`src/rtl/ai_job_arbiter.sv`:
```
// Two-requester round-robin front end for the single ai accelerator: snapshots the
// granted board, drives it over Avalon-MM, reads the result back and acks the owner.
module ai_job_arbiter #(
    parameter int NUM_WORDS   = 9,
    parameter int RESULT_ADDR = 1
) (
    input  logic                      clock,
    input  logic                      reset_n,
    input  logic                      req0,
    input  logic                      req1,
    input  logic [32*NUM_WORDS-1:0]   job0,
    input  logic [32*NUM_WORDS-1:0]   job1,
    output logic                      ack0,
    output logic                      ack1,
    output logic [31:0]               result,
    output logic                      busy,
    output logic [3:0]                ai_addr,
    output logic                      ai_write,
    output logic                      ai_read,
    output logic [31:0]               ai_wdata,
    input  logic                      ai_waitreq,
    input  logic [31:0]               ai_rdata
);

    typedef enum logic [2:0] {
        IDLE,
        WRITE,
        START,
        READ,
        DONE
    } state_t;

    state_t                    state;
    state_t                    state_next;
    logic [3:0]                k;
    logic [3:0]                k_next;
    logic                      owner;
    logic                      owner_next;
    logic                      last_grant;
    logic                      grant;
    logic [32*NUM_WORDS-1:0]   snapshot;
    logic [32*NUM_WORDS-1:0]   snap_src;
    logic [31:0]               words [NUM_WORDS];

    logic                      write_next;
    logic                      read_next;
    logic [3:0]                addr_next;
    logic [31:0]               wdata_next;

    // Next-state: arbitration in IDLE, then one bus transfer per non-stalled edge.
    always_comb begin
        state_next = state;
        k_next     = k;
        owner_next = owner;
        grant      = 1'b0;
        case (state)
            IDLE: begin
                if (req0 && (!req1 || last_grant)) begin
                    grant      = 1'b1;
                    owner_next = 1'b0;
                    k_next     = 4'd1;
                    state_next = WRITE;
                end else if (req1) begin
                    grant      = 1'b1;
                    owner_next = 1'b1;
                    k_next     = 4'd1;
                    state_next = WRITE;
                end
            end
            WRITE: begin
                if (!ai_waitreq) begin
                    if (k == 4'(NUM_WORDS)) begin
                        state_next = START;
                    end else begin
                        k_next = k + 4'd1;
                    end
                end
            end
            START: begin
                if (!ai_waitreq) begin
                    state_next = READ;
                end
            end
            READ: begin
                if (!ai_waitreq) begin
                    state_next = DONE;
                end
            end
            DONE: begin
                state_next = IDLE;
            end
            default: begin
                state_next = IDLE;
            end
        endcase
    end

    // On the grant edge the snapshot is not loaded yet, so the first word comes
    // straight from the granted job input.
    always_comb begin
        snap_src = grant ? (owner_next ? job1 : job0) : snapshot;
        for (int i = 0; i < NUM_WORDS; i++) begin
            words[i] = snap_src[32*i +: 32];
        end
    end

    // Bus outputs are registered from the next state, so they stay frozen while stalled.
    always_comb begin
        write_next = 1'b0;
        read_next  = 1'b0;
        addr_next  = 4'd0;
        wdata_next = 32'd0;
        case (state_next)
            WRITE: begin
                write_next = 1'b1;
                addr_next  = k_next;
                wdata_next = words[k_next - 4'd1];
            end
            START: begin
                write_next = 1'b1;
                wdata_next = 32'd1;
            end
            READ: begin
                read_next = 1'b1;
                addr_next = 4'(RESULT_ADDR);
            end
            default: begin
            end
        endcase
    end

    always_ff @(posedge clock or negedge reset_n) begin
        if (!reset_n) begin
            state      <= IDLE;
            k          <= 4'd1;
            owner      <= 1'b0;
            last_grant <= 1'b1;
            result     <= 32'd0;
            ack0       <= 1'b0;
            ack1       <= 1'b0;
            busy       <= 1'b0;
            ai_write   <= 1'b0;
            ai_read    <= 1'b0;
            ai_addr    <= 4'd0;
            ai_wdata   <= 32'd0;
        end else begin
            state    <= state_next;
            k        <= k_next;
            owner    <= owner_next;
            if (grant) begin
                last_grant <= owner_next;
            end
            if (state == READ && !ai_waitreq) begin
                result <= ai_rdata;
            end
            ack0     <= (state_next == DONE) && !owner_next;
            ack1     <= (state_next == DONE) && owner_next;
            busy     <= (state_next != IDLE);
            ai_write <= write_next;
            ai_read  <= read_next;
            ai_addr  <= addr_next;
            ai_wdata <= wdata_next;
        end
    end

    // Board data carries no reset; it is only meaningful after a grant.
    always_ff @(posedge clock) begin
        if (grant) begin
            snapshot <= snap_src;
        end
    end

endmodule

```
`config.mk`:
```
export PLATFORM = sky130hd
export DESIGN_NAME = ai_job_arbiter
export DESIGN_NICKNAME = d
export VERILOG_FILES = /design/src/rtl/ai_job_arbiter.sv
export SDC_FILE = /design/constraint.sdc
export NUM_CORES = 1
export LEC_CHECK = 0
export ABC_AREA = 1
export CORE_AREA = 2 2 264 266
export DETAILED_ROUTE_END_ITERATION = 10
export DIE_AREA = 0 0 266 268
export GPL_TIMING_DRIVEN = 0
export PLACE_DENSITY = 0.65
export SLEW_MARGIN = 10
export SYNTH_ARGS = -nofsm -noshare
export SYNTH_HDL_FRONTEND = slang
export SYNTH_SLANG_ARGS = --single-unit
```
`constraint.sdc`:
```
create_clock -name clock -period 5.4 [get_ports clock]
set_input_delay 0.81 -clock clock [delete_from_list [all_inputs] [get_ports clock]]
set_output_delay 0.81 -clock clock [all_outputs]
set_load 0.02 [all_outputs]
```
==> results.json <==
{
  "first_global_vias": 22804,
  "combPwrFrac": 0.634,
  "ys_ff_latch": 370,
  "fin_nets": 4355,
  "critPathSlowestCell": "buf_8",
  "synth_warnings": 0,
  "htreeDepth": 2,
  "ys_seq_area_frac": 0.470,
  "initial_core_util": 0.334,
  "drt-wirelength-per-cell_um": 23.3,
  "synth_common_cells": "nand2_1, nand3_1, edfxtp_1",
  "grt_usage": 0.295,
  "wl_um": 108000,
  "synth.net_count": 3621,
  "num_io_pins": 686,
  "antenna_found_initial": 5,
  "drt_iter0_drc": 2290,
  "maxCapViolCount": 0,
  "worstSetupPathType": "input pin to flip-flop",
  "gp_congestion": 0.925,
  "synthTopCellsByArea": "edfxtp_1, nand2_1, dfrtp_1",
  "crit_chain": "clkdlybuf4s50_1 -> inv_1 -> nand2_1 -> nand3_2 -> inv_2 -> buf_4 -> buf_4 -> buf_4 -> buf_2 -> buf_8 -> buf_16",
  "drt_pass1_iterations": 6,
  "cp_common_cell": "buf_4",
  "cts_tree": "done",
  "setup_viol": 0,
  "worst_pin_slew_ps": 898,
  "status": "finished clean",
  "post-route-drc-count": 0,
  "finalHoldViolCount": 0,
  "clockBufferDepth": 3,
  "cpPeakStageDelay_ps": 640,
  "fin_crit_sh": 0.743,
  "numClockSinks": 370,
  "leakagePower_uw": 0.0139,
  "cp.arrival_ps": 4220,
  "num_rows": 96,
  "route.met3.wl_um": 8000,
  "cellPowerDensity_nw_per_um2": 657,
  "cts-root-buf": "clkbuf_16",
  "wl_met1_um": 44800,
  "path_clk_slew_ps": 60,
  "slew_violations": 0,
  "crit_buf_inv": 9,
  "cts_resized": 0,
  "port_buffers": 685,
  "synth_cell_types": 34,
  "slew_headroom": 0.401,
  "fin_crit_ps": 4010,
  "insertion_delay_ps": 580,
  "async_flop_share": 0.222,
  "via_per_inst": 5.09,
  "total_power_uw": 21200,
  "max_freq_mhz": 249,
  "numCtsBuffers": 44,
  "route.met2.wl_um": 52300,
  "rsz0062_at_grt": "no",
  "netlist_area_um2": 22800,
  "antenna_left": 0,
  "design_area_um2": 32300,
  "swShare": 0.519,
  "grt_pass1_wl_um": 151000,
  "syn_inst": 3005,
  "peakVddDrop_v": 0.000409,
  "skew_ps": 17.0,
  "hp-class": "input pin to asynchronous set/reset pin",
  "internal-power_uw": 10200,
  "placed_area_um2": 30800,
  "synth_top_area_frac": 0.380,
  "dieArea_um2": 71300,
  "vias": 23713,
  "yosysTopAreaCell": "edfxtp_1",
  "grt_max_degree": 108,
  "crit_path_max_fanout": 107,
  "dieHeight_um": 268,
  "synth_ff_type": "edfxtp_1",
  "top_layer_used": "met5",
  "avgSynthCellArea_um2": 7.58,
  "critPathTopFamily": "buffers and inverters",
  "post-route-util": 0.473,
  "synth_edf_count": 288,
  "p_seq_frac": 0.224,
  "critPathCaptureType": "flip-flop",
  "power.switching_uw": 11000,
  "holdBufCountCts": 0,
  "clkPwrFrac": 0.142,
  "drive_above_1_share": 0.0988,
  "die_w_um": 266,
  "dp_hpwl_um": 87000,
  "required_ps": 5610,
  "syn2layout_area_growth_pct": 41.7,
  "grt_overflow": 0,
  "start_kind": "input pin",
  "cts_setup_buffers": 0,
  "core_um2": 68200,
  "yosysMostFrequentCell": "nand2_1"
}
## power by group through the flow
stage	logic, uW	clock network (uW)	registers, uW
3_5_place_dp	13300	0	4790
3_3_place_gp	13100	0	4840
5_1_grt	14500	3140	4820
2_1_floorplan	7350	0	4980
6_report	13400	3010	4750
4_1_cts	13300	3040	4750
## final timing paths
path,from,end,slack (ps),depth (start not counted)
max,req1,snapshot[285],1390,11
min reg2reg,result[17],result[17],480,2
min in group clock,result[17],result[17],480,2
max reg2reg,state[2],snapshot[285],1580,9
min,reset_n,result[12],260,1
max in group asynchronous,reset_n,last_grant,4440,2
## routing by layer
metal	global-route usage	up-vias
li1	-	11235
met1	0.380	11241
met2	0.509	1091
met3	0.0467	142
met4	0.0878	4
met5	0	-
## layout by cell type (no fill, tap or decap), drive strengths merged
master | synthesis | layout
nand3b | 30 | 30
o21ai | 149 | 149
a211oi | 1 | 1
nand3 | 394 | 394
clkbuf | 72 | 135
inv | 294 | 297
dfrtp | 80 | 80
nand2 | 991 | 991
clkinvlp | 0 | 2
clkinv | 1 | 12
buf | 133 | 137
nor3 | 1 | 1
nand4 | 83 | 83
o21a | 64 | 64
a21oi | 32 | 32
clkdlybuf4s50 | 0 | 684
bufinv | 0 | 3
and2 | 75 | 75
edfxtp | 288 | 288
nor2 | 144 | 144
dfstp | 2 | 2
ha | 3 | 3
diode | 0 | 3
o21bai | 1 | 1
or2 | 166 | 166
a31oi | 1 | 1
## final cells by class
class	count	area (um^2)
inverter	295	1110
buffer	205	977
clock inverter	19	183
clock buffer	63	1240
antenna	3	7.51
timing repair buffer	688	6940
fill	6942	36000
sequential	370	10700
tap	882	1100
multi-input combinational	2135	9990
## logic make-up after synthesis
| kind of cell | share of synthesized area |
|---|---|
| DFF | 0.470 |
| and+or+nand+nor | 0.375 |
| adders and majority gates | 0.00165 |
| AOI/OAI and AO/OA | 0.0620 |
| buffers and inverters | 0.0912 |
## sequential cells by signal (all words and copies together), names as in the netlist, 3 cells and up
name	cells
ai_addr	4
state	3
snapshot	288
k	4
result	32
ai_wdata	32
## through the flow
stage / setup WS (ps) / TNS, ps / hold WS [ps] / cells
2_1_floorplan: 1320 / 0 / 514 / 3005
3_3_place_gp: -1000 / -291250 / 460 / 4572
3_5_place_dp: 816 / 0 / 465 / 4575
4_1_cts: 1410 / 0 / 281 / 4657
5_1_grt: 1280 / 0 / 289 / 4657
6_report: 1390 / 0 / 257 / 4660
(Power assumes the default switching activity.)
